`src/rtl/cmp_phase_ctrl.sv`:
```
// Clocked-comparator phase sequencer: non-overlapping P1/P2 phases with
// dead time, sample strobe, N-decision burst and majority-vote result.
// Ports:
//   clk, rst (async, active-high)
//   en_i, start_i, t_phase_i, t_dead_i, n_dec_i, cmp_out_i
//   cmp_p1_o, cmp_p2_o, sample_o, busy_o, done_o, result_o, ones_o
module cmp_phase_ctrl #(
  parameter int CNT_W  = 4,
  parameter int NDEC_W = 3
) (
  input  logic              clk,
  input  logic              rst,
  input  logic              en_i,
  input  logic              start_i,
  input  logic [CNT_W-1:0]  t_phase_i,
  input  logic [CNT_W-1:0]  t_dead_i,
  input  logic [NDEC_W-1:0] n_dec_i,
  input  logic              cmp_out_i,
  output logic              cmp_p1_o,
  output logic              cmp_p2_o,
  output logic              sample_o,
  output logic              busy_o,
  output logic              done_o,
  output logic              result_o,
  output logic [NDEC_W:0]   ones_o
);

  typedef enum logic [2:0] {
    S_IDLE, S_DEAD1, S_P1, S_DEAD2, S_P2, S_DONE
  } state_t;

  localparam logic [CNT_W-1:0] C_ONE = 1;
  localparam logic [NDEC_W-1:0] N_ONE = 1;

  state_t state_q, state_d;
  logic [CNT_W-1:0]  cnt_q, cnt_d;
  logic [CNT_W-1:0]  tp_q, tp_d;
  logic [CNT_W-1:0]  td_q, td_d;
  logic [NDEC_W-1:0] nd_q, nd_d;
  logic [NDEC_W:0]   dec_q, dec_d;
  logic [NDEC_W:0]   acc_q, acc_d;
  logic              result_d;
  logic [NDEC_W:0]   ones_d;
  logic              p1_d, p2_d, sample_d, busy_d, done_d;
  logic [CNT_W-1:0]  len;
  logic              last;

  // Dead states count t_dead, phase states count the effective phase length.
  assign len  = (state_q == S_P1 || state_q == S_P2) ? tp_q : td_q;
  assign last = (cnt_q == len - C_ONE);

  always_comb begin
    state_d  = state_q;
    cnt_d    = cnt_q;
    tp_d     = tp_q;
    td_d     = td_q;
    nd_d     = nd_q;
    dec_d    = dec_q;
    acc_d    = acc_q;
    result_d = result_o;
    ones_d   = ones_o;
    unique case (state_q)
      S_IDLE: begin
        if (en_i && start_i) begin
          tp_d    = (t_phase_i == '0) ? C_ONE : t_phase_i;
          td_d    = t_dead_i;
          nd_d    = (n_dec_i == '0) ? N_ONE : n_dec_i;
          dec_d   = '0;
          acc_d   = '0;
          cnt_d   = '0;
          state_d = (t_dead_i == '0) ? S_P1 : S_DEAD1;
        end
      end
      S_DEAD1: begin
        if (last) begin
          cnt_d   = '0;
          state_d = S_P1;
        end else begin
          cnt_d = cnt_q + C_ONE;
        end
      end
      S_P1: begin
        if (last) begin
          cnt_d   = '0;
          acc_d   = acc_q + (NDEC_W+1)'(cmp_out_i);
          dec_d   = dec_q + 1'b1;
          state_d = (td_q == '0) ? S_P2 : S_DEAD2;
        end else begin
          cnt_d = cnt_q + C_ONE;
        end
      end
      S_DEAD2: begin
        if (last) begin
          cnt_d   = '0;
          state_d = S_P2;
        end else begin
          cnt_d = cnt_q + C_ONE;
        end
      end
      S_P2: begin
        if (last) begin
          cnt_d = '0;
          if (dec_q == {1'b0, nd_q})
            state_d = S_DONE;
          else
            state_d = (td_q == '0) ? S_P1 : S_DEAD1;
        end else begin
          cnt_d = cnt_q + C_ONE;
        end
      end
      S_DONE: begin
        cnt_d   = '0;
        state_d = S_IDLE;
      end
      default: begin
        cnt_d   = '0;
        state_d = S_IDLE;
      end
    endcase

    // Dropping enable aborts silently; no result update.
    if (state_q != S_IDLE && !en_i) begin
      state_d = S_IDLE;
      cnt_d   = '0;
    end

    if (state_d == S_DONE) begin
      ones_d   = acc_q;
      result_d = ({acc_q, 1'b0} > {2'b00, nd_q});
    end

    p1_d     = (state_d == S_P1);
    p2_d     = (state_d == S_IDLE) || (state_d == S_P2);
    sample_d = (state_d == S_P1) && (cnt_d == tp_d - C_ONE);
    busy_d   = (state_d != S_IDLE);
    done_d   = (state_d == S_DONE);
  end

  always_ff @(posedge clk or posedge rst) begin
    if (rst) begin
      state_q  <= S_IDLE;
      cnt_q    <= '0;
      tp_q     <= '0;
      td_q     <= '0;
      nd_q     <= '0;
      dec_q    <= '0;
      acc_q    <= '0;
      cmp_p1_o <= 1'b0;
      cmp_p2_o <= 1'b1;
      sample_o <= 1'b0;
      busy_o   <= 1'b0;
      done_o   <= 1'b0;
      result_o <= 1'b0;
      ones_o   <= '0;
    end else begin
      state_q  <= state_d;
      cnt_q    <= cnt_d;
      tp_q     <= tp_d;
      td_q     <= td_d;
      nd_q     <= nd_d;
      dec_q    <= dec_d;
      acc_q    <= acc_d;
      cmp_p1_o <= p1_d;
      cmp_p2_o <= p2_d;
      sample_o <= sample_d;
      busy_o   <= busy_d;
      done_o   <= done_d;
      result_o <= result_d;
      ones_o   <= ones_d;
    end
  end

endmodule

```
`config.mk`:
```
export PLATFORM = sky130hd
export DESIGN_NAME = cmp_phase_ctrl
export DESIGN_NICKNAME = d
export VERILOG_FILES = /design/src/rtl/cmp_phase_ctrl.sv
export SDC_FILE = /design/constraint.sdc
export NUM_CORES = 1
export LEC_CHECK = 0
export CAP_MARGIN = 10
export CORE_MARGIN = 8
export CORE_UTILIZATION = 50
export DETAILED_ROUTE_END_ITERATION = 10
export MAX_ROUTING_LAYER = met4
export PLACE_DENSITY = 0.73
export SLEW_MARGIN = 10
export SYNTH_ARGS = -nofsm -noshare
export SYNTH_HDL_FRONTEND = slang
export SYNTH_SLANG_ARGS = --single-unit
```
`constraint.sdc`:
```
create_clock -name clk -period 5.1 [get_ports clk]
set_input_delay 0.765 -clock clk [delete_from_list [all_inputs] [get_ports clk]]
set_output_delay 0.765 -clock clk [all_outputs]
set_load 0.02 [all_outputs]
```
After elaboration in Yosys (flattened, before gate mapping)
Cells that the tools add are included.
{"block": "totals", "ff_bits": 36, "inputBits": 16, "out_inout_bits": 10, "word_cells": 75}
{"block": "classes", "addsub": 5, "order_cmp": 1, "eq_ne": 12, "n_mux": 25, "n_reduce_logical": 18}
{"cell": "$mux 4", "n": 10}
{"cell": "$mux 3", "n": 9}
{"cell": "$pmux 4 s2", "n": 3}
{"cell": "$pmux 3 s5", "n": 1}
{"cell": "$logic_not 4->1", "n": 3}
{"cell": "$eq 3x2->1 const B", "n": 3}
{"cell": "$eq 3x3->1 const B", "n": 3}
{"cell": "$logic_not 3->1", "n": 3}
{"cell": "$add 4x1->4 const B", "n": 2}
{"cell": "$eq 4x4->1", "n": 2}
{"cell": "$sub 4x1->4 const B", "n": 2}
{"cell": "$reduce_bool 3->1", "n": 2}
{"cell": "$gt 5x3->1", "n": 1}
{"cell": "$add 4x1->4", "n": 1}
{"cell": "$eq 4x3->1", "n": 1}
{"cell": "$mux 2", "n": 2}
{"cell": "$ne 2x2->1 const B", "n": 2}
{"cell": "$reduce_or 4->1", "n": 1}
{"cell": "$eq 3x1->1 const B", "n": 1}
{"cell": "$logic_and 1x1->1", "n": 3}
{"cell": "$reduce_and 3->1", "n": 1}
{"cell": "$logic_or 1x1->1", "n": 2}
{"cell": "$reduce_and 2->1", "n": 1}
{"cell": "$reduce_bool 2->1", "n": 1}
{"cell": "$logic_not 1->1", "n": 1}

Longest topological paths before layout
Gate-level depths: netlist (run 1).
{"block": "logic_depth", "depth_word": 10, "depth_mapped": 15, "mapped_depth_nobuf": 12}

Worst setup path after synthesis (run 1)
Ideal clock, no wire load.
{"block": "synth_path", "kind": "reg2reg", "startpoint": "register state_q[1]", "endpoint": "register ones_o[0]", "setup_ps": 128, "arrival_ps": 2981, "required_ps": 4972, "setup_slack_ps": 1992, "stages_incl_launch_ff": 15, "n_path_buf": 2, "synth_period_minus_slack_ps": 3108, "path_cell_list": "dfrtp_1 -> buf_6 -> xnor2_2 -> nor2_1 -> mux2i_1 -> ha_1 -> xnor2_1 -> or3_1 -> and4bb_4 -> and2_4 -> buf_6 -> a2111oi_2 -> a31o_2 -> nand2_2 -> mux2_1"}
{"block": "synth_between", "elab_chain_len": 9, "elab_cells_between_ends": 19, "cone_classes": "add/sub: 1; eq/ne: 6; mux: 8; reduce/logical: 4"}
{"element": "start, declared", "line": "35", "rtl": "state_t state_q, state_d;"}
{"element": "start signal, assigned", "line": "156", "rtl": "state_q <= state_d;"}
{"element": "$eq 3x2->1 / $eq 3x3->1 (equally long branches)", "line": "49, 62"}
{"element": "$logic_or 1x1->1", "line": "49", "rtl": "assign len = (state_q == S_P1 || state_q == S_P2) ? tp_q : td_q;"}
{"element": "$mux 4", "line": "49"}
{"element": "$sub 4x1->4", "line": "50", "rtl": "assign last = (cnt_q == len - C_ONE);"}
{"element": "$eq 4x4->1", "line": "50"}
{"element": "$mux 3 (on tied branches)"}
{"element": "$pmux 3 s5", "line": "62", "rtl": "unique case (state_q)"}
{"element": "$mux 3 (*)", "line": "122", "rtl": "if (state_q != S_IDLE && !en_i) begin"}
{"element": "net state_d[2]", "line": "35"}
{"element": "$eq 3x3->1 (*)", "line": "127", "rtl": "if (state_d == S_DONE) begin"}
{"element": "end signal, assigned", "line": "169", "rtl": "ones_o <= ones_d;"}
{"element": "end, declared", "line": "25", "rtl": "output logic [NDEC_W:0] ones_o"}
The timed path passes the listed nets; every way through them passes the cells marked *.
A chain may end at the register's enable or synchronous reset.

Worst setup path after layout (run 1)
Same ends and word-level chain as after synthesis.

==> results of run 1 <==
## flip-flops by register name (all words and copies together) (netlist names)
register  count
acc_q         4
busy_o        1
cmp_p1_o      1
cmp_p2_o      1
cnt_q         4
dec_q         4
done_o        1
nd_q          3
ones_o        4
result_o      1
sample_o      1
state_q       3
td_q          4
tp_q          4
## layer usage
metal | track usage [%] | vias up
met4 | 5.44 | 0
li1 | - | 827
met5 | - | -
met2 | 24.8 | 33
met1 | 19.1 | 793
met3 | 4.27 | 6
## synth_stat cells (all sizes together) (2+ instances only)
library cell  count  area share, %
a21boi            2           0.69
a21oi             4           0.92
a31o              2           0.81
a31oi             2           0.58
and2              2           0.69
and2b             3            1.0
and3              2           0.58
buf               5            2.3
clkbuf            3           0.52
dfrtp            35             40
ha                8            4.6
inv              12            2.1
mux2              5            2.6
mux2i             5            2.3
nand2            42            7.4
nand2b            3           0.87
nand3             5            1.2
nand4             2            1.3
nor2             17            2.9
nor3              7            1.6
nor4              3            1.2
o21a              2           0.69
o21ai            10            2.3
o22ai             2           0.58
o2bb2ai           2           0.81
or4b              2           0.92
xnor2             7            3.2
xor2             10            4.0
## power by group through the flow
| stage | Clock, W | Combinational [W] | Sequential, W |
|---|---|---|---|
| 6_report | 0.000204 | 0.000520 | 0.000440 |
| 3_3_place_gp | 0 | 0.000515 | 0.000445 |
| 2_1_floorplan | 0 | 0.000420 | 0.000429 |
| 5_1_grt | 0.000220 | 0.000583 | 0.000452 |
| 4_1_cts | 0.000208 | 0.000524 | 0.000441 |
| 3_5_place_dp | 0 | 0.000521 | 0.000447 |
## cells by family after synthesis
kind of cell,after synthesis
DFF,36
adders and majority gates,9
muxes,10
buffers and inverters,20
AOI/OAI and AO/OA,37
and+or+nand+nor,94
xor gates and xnor gates,18
## final timing paths
| check | slack, ps | depth (start not counted) | to | start |
|---|---|---|---|---|
| worst max-delay path | 1760 | 12 | ones_o[0] | state_q[1] |
| worst min-delay path | 500 | 1 | result_o | result_o |
| worst max register to register | 1760 | 12 | ones_o[0] | state_q[1] |
| worst min register to register | 500 | 1 | result_o | result_o |
| max in group asynchronous | 3840 | 3 | cmp_p2_o | rst |
| min in group asynchronous | 910 | 3 | cmp_p1_o | rst |
## area by class of cell
| cell class | count | area [sq um] |
|---|---|---|
| Clock buffer | 7 | 76.3 |
| Sequential cell | 36 | 902 |
| Tap cell | 52 | 65.1 |
| Fill cell | 388 | 1750 |
| Clock inverter | 1 | 8.76 |
| Timing Repair Buffer | 26 | 258 |
| Inverter | 12 | 45.0 |
| Multi-Input combinational cell | 168 | 1160 |
## critical path: cells and delay by family (launching register included)
kind            cells  cell delay (ps)
simple gates        5             1020
mux                 2              510
compound gates      2              500
xor+xnor            2              470
fa+ha+maj           1              210
flops               1              510
## through the flow
| step | setup WS [ps] | util (%) |
|---|---|---|
| detailed placement | 1670 | 56.9 |
| global placement | 1760 | 56.9 |
| finish | 1760 | 58.9 |
| floorplan | 1990 | - |
| CTS | 1770 | 58.9 |
| global route | 1580 | 58.9 |
==> impl_metrics.prom, run 1 <==
# TYPE chip_impl_metric gauge
chip_impl_metric{name="later_pin_clock_latency_in_the_skew_report",unit="ps"} 300
chip_impl_info{name="synth_top_family_by_area",value="simple AND/OR/NAND/NOR gates"} 1
chip_impl_metric{name="static-leakage-power",unit="nW"} 1.18
chip_impl_info{name="crit_path_start_kind",value="register"} 1
chip_impl_metric{name="mappedNetlistNets",unit=""} 248
chip_impl_metric{name="gp_routability_congestion",unit=""} 0.892
chip_impl_metric{name="fp.dieW",unit="um"} 81.8
chip_impl_metric{name="clock_path_buffers",unit=""} 2
chip_impl_metric{name="route.layer.met1.wl",unit="um"} 2200
chip_impl_metric{name="drtIter0Drc",unit=""} 92
chip_impl_info{name="critPathSlowestCell",value="sky130_fd_sc_hd__dfrtp_1"} 1
chip_impl_metric{name="timing.final.setup_violations",unit=""} 0
chip_impl_metric{name="cts_post_setup_buffers_inserted",unit=""} 0
chip_impl_metric{name="grt_pass1_wl",unit="um"} 7940
chip_impl_metric{name="global_route_total_overflow",unit=""} 0
chip_impl_info{name="crit_end_category",value="register"} 1
chip_impl_metric{name="dpl-instance-area",unit="sq um"} 2430
chip_impl_metric{name="ctsHoldBuffers",unit=""} 0
chip_impl_metric{name="post_synthesis_share_of_cell_area_spent_on_xor_and_xnor_gates",unit="%"} 8.32
chip_impl_metric{name="core_region_area",unit="sq um"} 4260
chip_impl_info{name="clock_tree_from_tritoncts",value="done"} 1
chip_impl_info{name="outcome",value="completed"} 1
chip_impl_metric{name="number_of_sinks_handled_by_clock_tree_synthesis",unit=""} 36
chip_impl_metric{name="portBuffers",unit=""} 25
chip_impl_metric{name="ys_seq_area_share",unit="%"} 41.7
chip_impl_metric{name="ys_types",unit=""} 56
chip_impl_metric{name="clkSlewWorstSetupHoldPaths",unit="ps"} 70
chip_impl_metric{name="firstDrtPassIters",unit=""} 4
chip_impl_metric{name="power_density",unit="nW/um^2"} 464
chip_impl_metric{name="synth_mux_area_share",unit="%"} 4.91
chip_impl_info{name="cts.root.buffer_cell",value="sky130_fd_sc_hd__clkbuf_8"} 1
chip_impl_metric{name="dp_cells",unit=""} 294
chip_impl_metric{name="synth.cell_area",unit="sq um"} 2160
chip_impl_metric{name="power",unit="W"} 0.00116
chip_impl_info{name="layout_commonest_cell",value="sky130_fd_sc_hd__nand2_1"} 1
chip_impl_info{name="path_class",value="reg -> reg"} 1
chip_impl_metric{name="tightest_slew",unit="ps"} 659
chip_impl_info{name="critical_path.cell_chain",value="xnor2_2 -> nor2_1 -> mux2i_1 -> ha_1 -> xnor2_1 -> or3_1 -> and4bb_4 -> and2_4 -> a2111oi_2 -> a31o_2 -> nand2_2 -> mux2_1"} 1
chip_impl_metric{name="relSlewSlack",unit="%"} 55.9
chip_impl_metric{name="initial_utilization",unit="%"} 50.8
chip_impl_metric{name="grt_usage",unit="%"} 15.8
chip_impl_metric{name="postLayoutCellArea",unit="sq um"} 2510
chip_impl_metric{name="number_of_global_route_vias_before_repair",unit=""} 1673
chip_impl_metric{name="critical_path_arrival",unit="ps"} 3520
chip_impl_metric{name="cp_max_fo",unit=""} 9
chip_impl_metric{name="fin_skew",unit="ps"} 6.30
chip_impl_metric{name="synthesis.area_per_instance",unit="sq um"} 9.66
chip_impl_metric{name="max_cap_viols",unit=""} 0
chip_impl_info{name="ys.flop_type",value="sky130_fd_sc_hd__dfrtp_1"} 1
chip_impl_metric{name="post_synth_fa_ha_maj_area_fraction",unit="%"} 5.09
chip_impl_metric{name="io_pins",unit=""} 26
chip_impl_info{name="grt_setup_unrepaired",value="no"} 1
chip_impl_metric{name="async_reset_ff_share",unit="%"} 100
chip_impl_metric{name="postSynthCellCount",unit=""} 224
chip_impl_metric{name="critPathRequiredTime",unit="ps"} 5280
chip_impl_metric{name="yosysWarnings",unit=""} 0
chip_impl_metric{name="place.detailed.hpwl",unit="um"} 3420
chip_impl_info{name="final_cell_mix",value="41 x sky130_fd_sc_hd__nand2_1, 35 x sky130_fd_sc_hd__dfrtp_1, 25 x sky130_fd_sc_hd__clkdlybuf4s50_1"} 1
chip_impl_metric{name="maximum_number_of_pins_on_one_net_before_global_route_repair",unit=""} 37
chip_impl_metric{name="wl_per_cell",unit="um"} 15.2
chip_impl_metric{name="hold_violations",unit=""} 0
chip_impl_metric{name="worst_ir_drop_vdd",unit="V"} 0.000285
chip_impl_metric{name="pwr-share-comb",unit="%"} 44.6
chip_impl_metric{name="min_period_over_period",unit="%"} 65.4
chip_impl_metric{name="drive_gt1_share",unit="%"} 10.8
chip_impl_metric{name="chipHeight",unit="um"} 81.8
chip_impl_metric{name="floorplan.die_area",unit="sq um"} 6690
chip_impl_metric{name="setup-tns-final",unit="ps"} 0
chip_impl_metric{name="simple_logic_cell_fraction_of_the_synthesized_area",unit="%"} 22.6
chip_impl_metric{name="critical_path_max_stage_delay",unit="ps"} 510
chip_impl_metric{name="p_sw",unit="W"} 0.000464
chip_impl_metric{name="totalWireLength",unit="um"} 4600
chip_impl_metric{name="synth.ff_latch_count",unit=""} 36
chip_impl_metric{name="synth_compound_area_share",unit="%"} 12.5
chip_impl_metric{name="antenna_cells_inserted",unit=""} 0
chip_impl_metric{name="fmax",unit="MHz"} 300
chip_impl_metric{name="pwr-share-clk",unit="%"} 17.5
chip_impl_metric{name="viasPerCell",unit=""} 5.49
chip_impl_metric{name="vias",unit=""} 1659
chip_impl_metric{name="nets",unit=""} 273
chip_impl_metric{name="post_synth_edffs",unit=""} 0
chip_impl_metric{name="post_layout_nonfiller_instances",unit=""} 302
chip_impl_metric{name="antenna_found_initial",unit=""} 0
chip_impl_metric{name="cts_inserted_buffers",unit=""} 5
chip_impl_metric{name="switching_share",unit="%"} 39.9
chip_impl_metric{name="p_seq_share",unit="%"} 37.8
chip_impl_metric{name="htree_num_levels",unit=""} 2
chip_impl_info{name="hold_class",value="reg -> reg"} 1
chip_impl_metric{name="finalCriticalPeriod",unit="ps"} 3340
chip_impl_metric{name="met2RoutedLength",unit="um"} 2170
chip_impl_metric{name="power_report.internal_total",unit="W"} 0.000701
chip_impl_metric{name="cts-resized-gates",unit=""} 0
chip_impl_metric{name="met3WireLength",unit="um"} 169
chip_impl_metric{name="ant_nets",unit=""} 0
chip_impl_metric{name="drc",unit=""} 0
chip_impl_metric{name="final-max-slew-violation-count",unit=""} 0
chip_impl_metric{name="final.hold.worst_slack",unit="ps"} 504
chip_impl_info{name="top_signal_layer_used",value="met4"} 1
chip_impl_metric{name="rows",unit=""} 24
chip_impl_metric{name="synthToLayoutAreaGrowth",unit="%"} 16.1
(Power assumes the default switching activity.)
==> run 2, diff against run 1 <==
==> constraint.sdc (replaced) <==
create_clock -name clk -period 3.1 [get_ports clk]
set_input_delay 0.465 -clock clk [delete_from_list [all_inputs] [get_ports clk]]
set_output_delay 0.465 -clock clk [all_outputs]
set_load 0.02 [all_outputs]
==> impl_metrics.prom, run 2 (synthesis gave the netlist of run 1 again) <==
# TYPE chip_impl_metric gauge
chip_impl_info{name="outcome",value="completed"} 1
chip_impl_info{name="crit_path_start_kind",value="register"} 1
chip_impl_metric{name="gp_routability_congestion",unit=""} 0.955
chip_impl_info{name="hold_class",value="reg -> reg"} 1
chip_impl_metric{name="initial_utilization",unit="%"} 50.8
chip_impl_metric{name="post_layout_worst_setup_margin",unit="ps"} 103
chip_impl_info{name="critical_path.cell_chain",value="xnor2_4 -> nor2_4 -> mux2i_2 -> ha_2 -> xnor2_1 -> or3_1 -> and4bb_4 -> and2_4 -> a2111oi_4 -> a31o_2 -> nand2_4 -> mux2_1"} 1
chip_impl_metric{name="viasPerCell",unit=""} 5.73
chip_impl_metric{name="power_report.internal_total",unit="W"} 0.00121
chip_impl_metric{name="drtIter0Drc",unit=""} 91
chip_impl_metric{name="chipHeight",unit="um"} 81.8
chip_impl_metric{name="number_of_global_route_vias_before_repair",unit=""} 1763
chip_impl_metric{name="seq_area",unit="sq um"} 905
chip_impl_metric{name="hold_violations",unit=""} 0
chip_impl_metric{name="pwr-share-clk",unit="%"} 16.3
chip_impl_metric{name="critPathRequiredTime",unit="ps"} 3280
chip_impl_metric{name="grt_use_met2",unit="%"} 26.5
chip_impl_metric{name="multiInputGateArea",unit="sq um"} 1220
chip_impl_metric{name="global_route.usage.met3",unit="%"} 4.16
chip_impl_metric{name="io_pins",unit=""} 26
chip_impl_metric{name="wl_per_cell",unit="um"} 16.1
chip_impl_metric{name="drive_gt1_share",unit="%"} 17.9
chip_impl_metric{name="fillCellCount",unit=""} 368
chip_impl_metric{name="place.detailed.hpwl",unit="um"} 3760
chip_impl_metric{name="floorplan.die_area",unit="sq um"} 6690
chip_impl_metric{name="fp.dieW",unit="um"} 81.8
chip_impl_metric{name="dp_cells",unit=""} 303
chip_impl_info{name="path_class",value="reg -> reg"} 1
chip_impl_metric{name="cts_inserted_buffers",unit=""} 5
chip_impl_metric{name="placement.setup.worst_slack",unit="ps"} -59.9
chip_impl_info{name="layout_commonest_cell",value="sky130_fd_sc_hd__nand2_1"} 1
chip_impl_info{name="crit_end_category",value="register"} 1
chip_impl_metric{name="p_sw",unit="W"} 0.000828
chip_impl_metric{name="finalCriticalPeriod",unit="ps"} 3000
chip_impl_metric{name="tightest_slew",unit="ps"} 617
chip_impl_metric{name="ctsHoldBuffers",unit=""} 0
chip_impl_metric{name="core_region_area",unit="sq um"} 4260
chip_impl_info{name="critPathSlowestCell",value="sky130_fd_sc_hd__dfrtp_2"} 1
chip_impl_metric{name="critical_path_arrival",unit="ps"} 3180
chip_impl_metric{name="cp_max_fo",unit=""} 6
chip_impl_metric{name="critical_path_max_stage_delay",unit="ps"} 450
chip_impl_metric{name="vias",unit=""} 1800
chip_impl_metric{name="max_cap_viols",unit=""} 0
chip_impl_metric{name="power_density",unit="nW/um^2"} 767
chip_impl_metric{name="post-route-util",unit="%"} 62.4
chip_impl_metric{name="clkSlewWorstSetupHoldPaths",unit="ps"} 70
chip_impl_info{name="top_usage_layer",value="met2"} 1
chip_impl_metric{name="totalWireLength",unit="um"} 5070
chip_impl_metric{name="pwr-share-comb",unit="%"} 48.6
chip_impl_metric{name="met1_layer_usage_reported_by_global_route",unit="%"} 20.8
chip_impl_metric{name="number_of_sinks_handled_by_clock_tree_synthesis",unit=""} 36
chip_impl_metric{name="antenna_cells_inserted",unit=""} 0
chip_impl_metric{name="portBuffers",unit=""} 25
chip_impl_metric{name="antenna_found_initial",unit=""} 0
chip_impl_info{name="clock_tree_from_tritoncts",value="done"} 1
chip_impl_info{name="grt_setup_unrepaired",value="yes"} 1
chip_impl_metric{name="power",unit="W"} 0.00204
chip_impl_metric{name="p_seq_share",unit="%"} 35.1
chip_impl_metric{name="fin_skew",unit="ps"} 8.13
chip_impl_info{name="final_cell_mix",value="41 x sky130_fd_sc_hd__nand2_1, 33 x sky130_fd_sc_hd__dfrtp_1, 25 x sky130_fd_sc_hd__clkdlybuf4s50_1"} 1
chip_impl_metric{name="switching_share",unit="%"} 40.6
chip_impl_metric{name="fmax",unit="MHz"} 334
chip_impl_info{name="cts.root.buffer_cell",value="sky130_fd_sc_hd__clkbuf_8"} 1
chip_impl_metric{name="min_period_over_period",unit="%"} 96.7
chip_impl_metric{name="ant_nets",unit=""} 0
chip_impl_metric{name="nets",unit=""} 285
chip_impl_metric{name="grt_usage",unit="%"} 16.9
chip_impl_metric{name="global_route_total_overflow",unit=""} 0
chip_impl_metric{name="dpl-instance-area",unit="sq um"} 2510
chip_impl_metric{name="maximum_number_of_pins_on_one_net_before_global_route_repair",unit=""} 17
chip_impl_metric{name="synthToLayoutAreaGrowth",unit="%"} 22.9
chip_impl_metric{name="worst_ir_drop_vdd",unit="V"} 0.000404
chip_impl_metric{name="later_pin_clock_latency_in_the_skew_report",unit="ps"} 290
chip_impl_metric{name="drc",unit=""} 0
chip_impl_metric{name="rows",unit=""} 24
chip_impl_metric{name="static-leakage-power",unit="nW"} 1.24
chip_impl_metric{name="clock_path_buffers",unit=""} 2
chip_impl_metric{name="postLayoutCellArea",unit="sq um"} 2660
chip_impl_metric{name="final-max-slew-violation-count",unit=""} 0
chip_impl_metric{name="htree_num_levels",unit=""} 2
chip_impl_metric{name="timing.final.setup_violations",unit=""} 0
chip_impl_metric{name="relSlewSlack",unit="%"} 58.8
chip_impl_metric{name="grt_pass1_wl",unit="um"} 8570
chip_impl_metric{name="post_layout_nonfiller_instances",unit=""} 314
chip_impl_metric{name="firstDrtPassIters",unit=""} 4
[run 2: changes by cell type in the layout (fill, tap and decap cells not counted), sizes merged]
cell  delta
buf     +11
and2     +1
[run 2: per-stage QoR]
stage	TNS (ps)	hold WS, ps
6_report	0	499
5_1_grt	-142	523
4_1_cts	0	501
3_5_place_dp	-155	484
3_3_place_gp	0	482
2_1_floorplan	0	481
[run 2: layer usage]
metal	routed length, um	share of wire (%)
met5	0	0
met2	2500	49
met4	65	1.3
met3	260	5.1
met1	2250	44
[run 2: cell type report]
type / instances / area share, %
clock inverter: 1 / 0.329
inverter: 12 / 1.69
multi-input combinational: 169 / 45.9
clock buffer: 7 / 2.87
sequential: 36 / 34.0
tap: 52 / 2.45
timing repair buffer: 37 / 12.8
[run 2: final timing paths]
path / startpoint / slack, ps / to / cells after the start
worst max-delay path: state_q[1] / 100 / ones_o[0] / 12
worst min-delay path: ones_o[0] / 500 / ones_o[0] / 1
worst max register to register: state_q[1] / 100 / ones_o[0] / 12
worst min register to register: ones_o[0] / 500 / ones_o[0] / 1
max in group asynchronous: rst / 1870 / cmp_p2_o / 3
min in group asynchronous: rst / 540 / acc_q[3] / 2
[run 2: worst max-delay path, delay by kind of cell (launching register included)]
| family | cells | cell delay [ps] |
|---|---|---|
| AO/OA/AOI/OAI | 2 | 460 |
| XOR/XNOR | 2 | 230 |
| adder cells (fa/ha/maj) | 1 | 200 |
| flip-flops | 1 | 450 |
| multiplexers | 2 | 560 |
| AND/OR/NAND/NOR | 5 | 990 |
[run 2: power groups by stage]
stage / Clock (W) / Sequential [W] / Combinational (W)
2_1_floorplan: 0 / 0.000707 / 0.000695
3_3_place_gp: 0 / 0.000718 / 0.000905
3_5_place_dp: 0 / 0.000720 / 0.000921
4_1_cts: 0.000340 / 0.000712 / 0.000927
5_1_grt: 0.000354 / 0.000735 / 0.00111
6_report: 0.000333 / 0.000716 / 0.000992
[run 2: what timing repair did]
action | 4_1_cts | 5_1_grt
buffers inserted | 0 | 2
hold endpoints to repair | 0 | 0
endpoints found under the setup margin | 5 | 6
pin swaps | 0 | 1
gates resized for setup | 1 | 11
cloned | 0 | 1
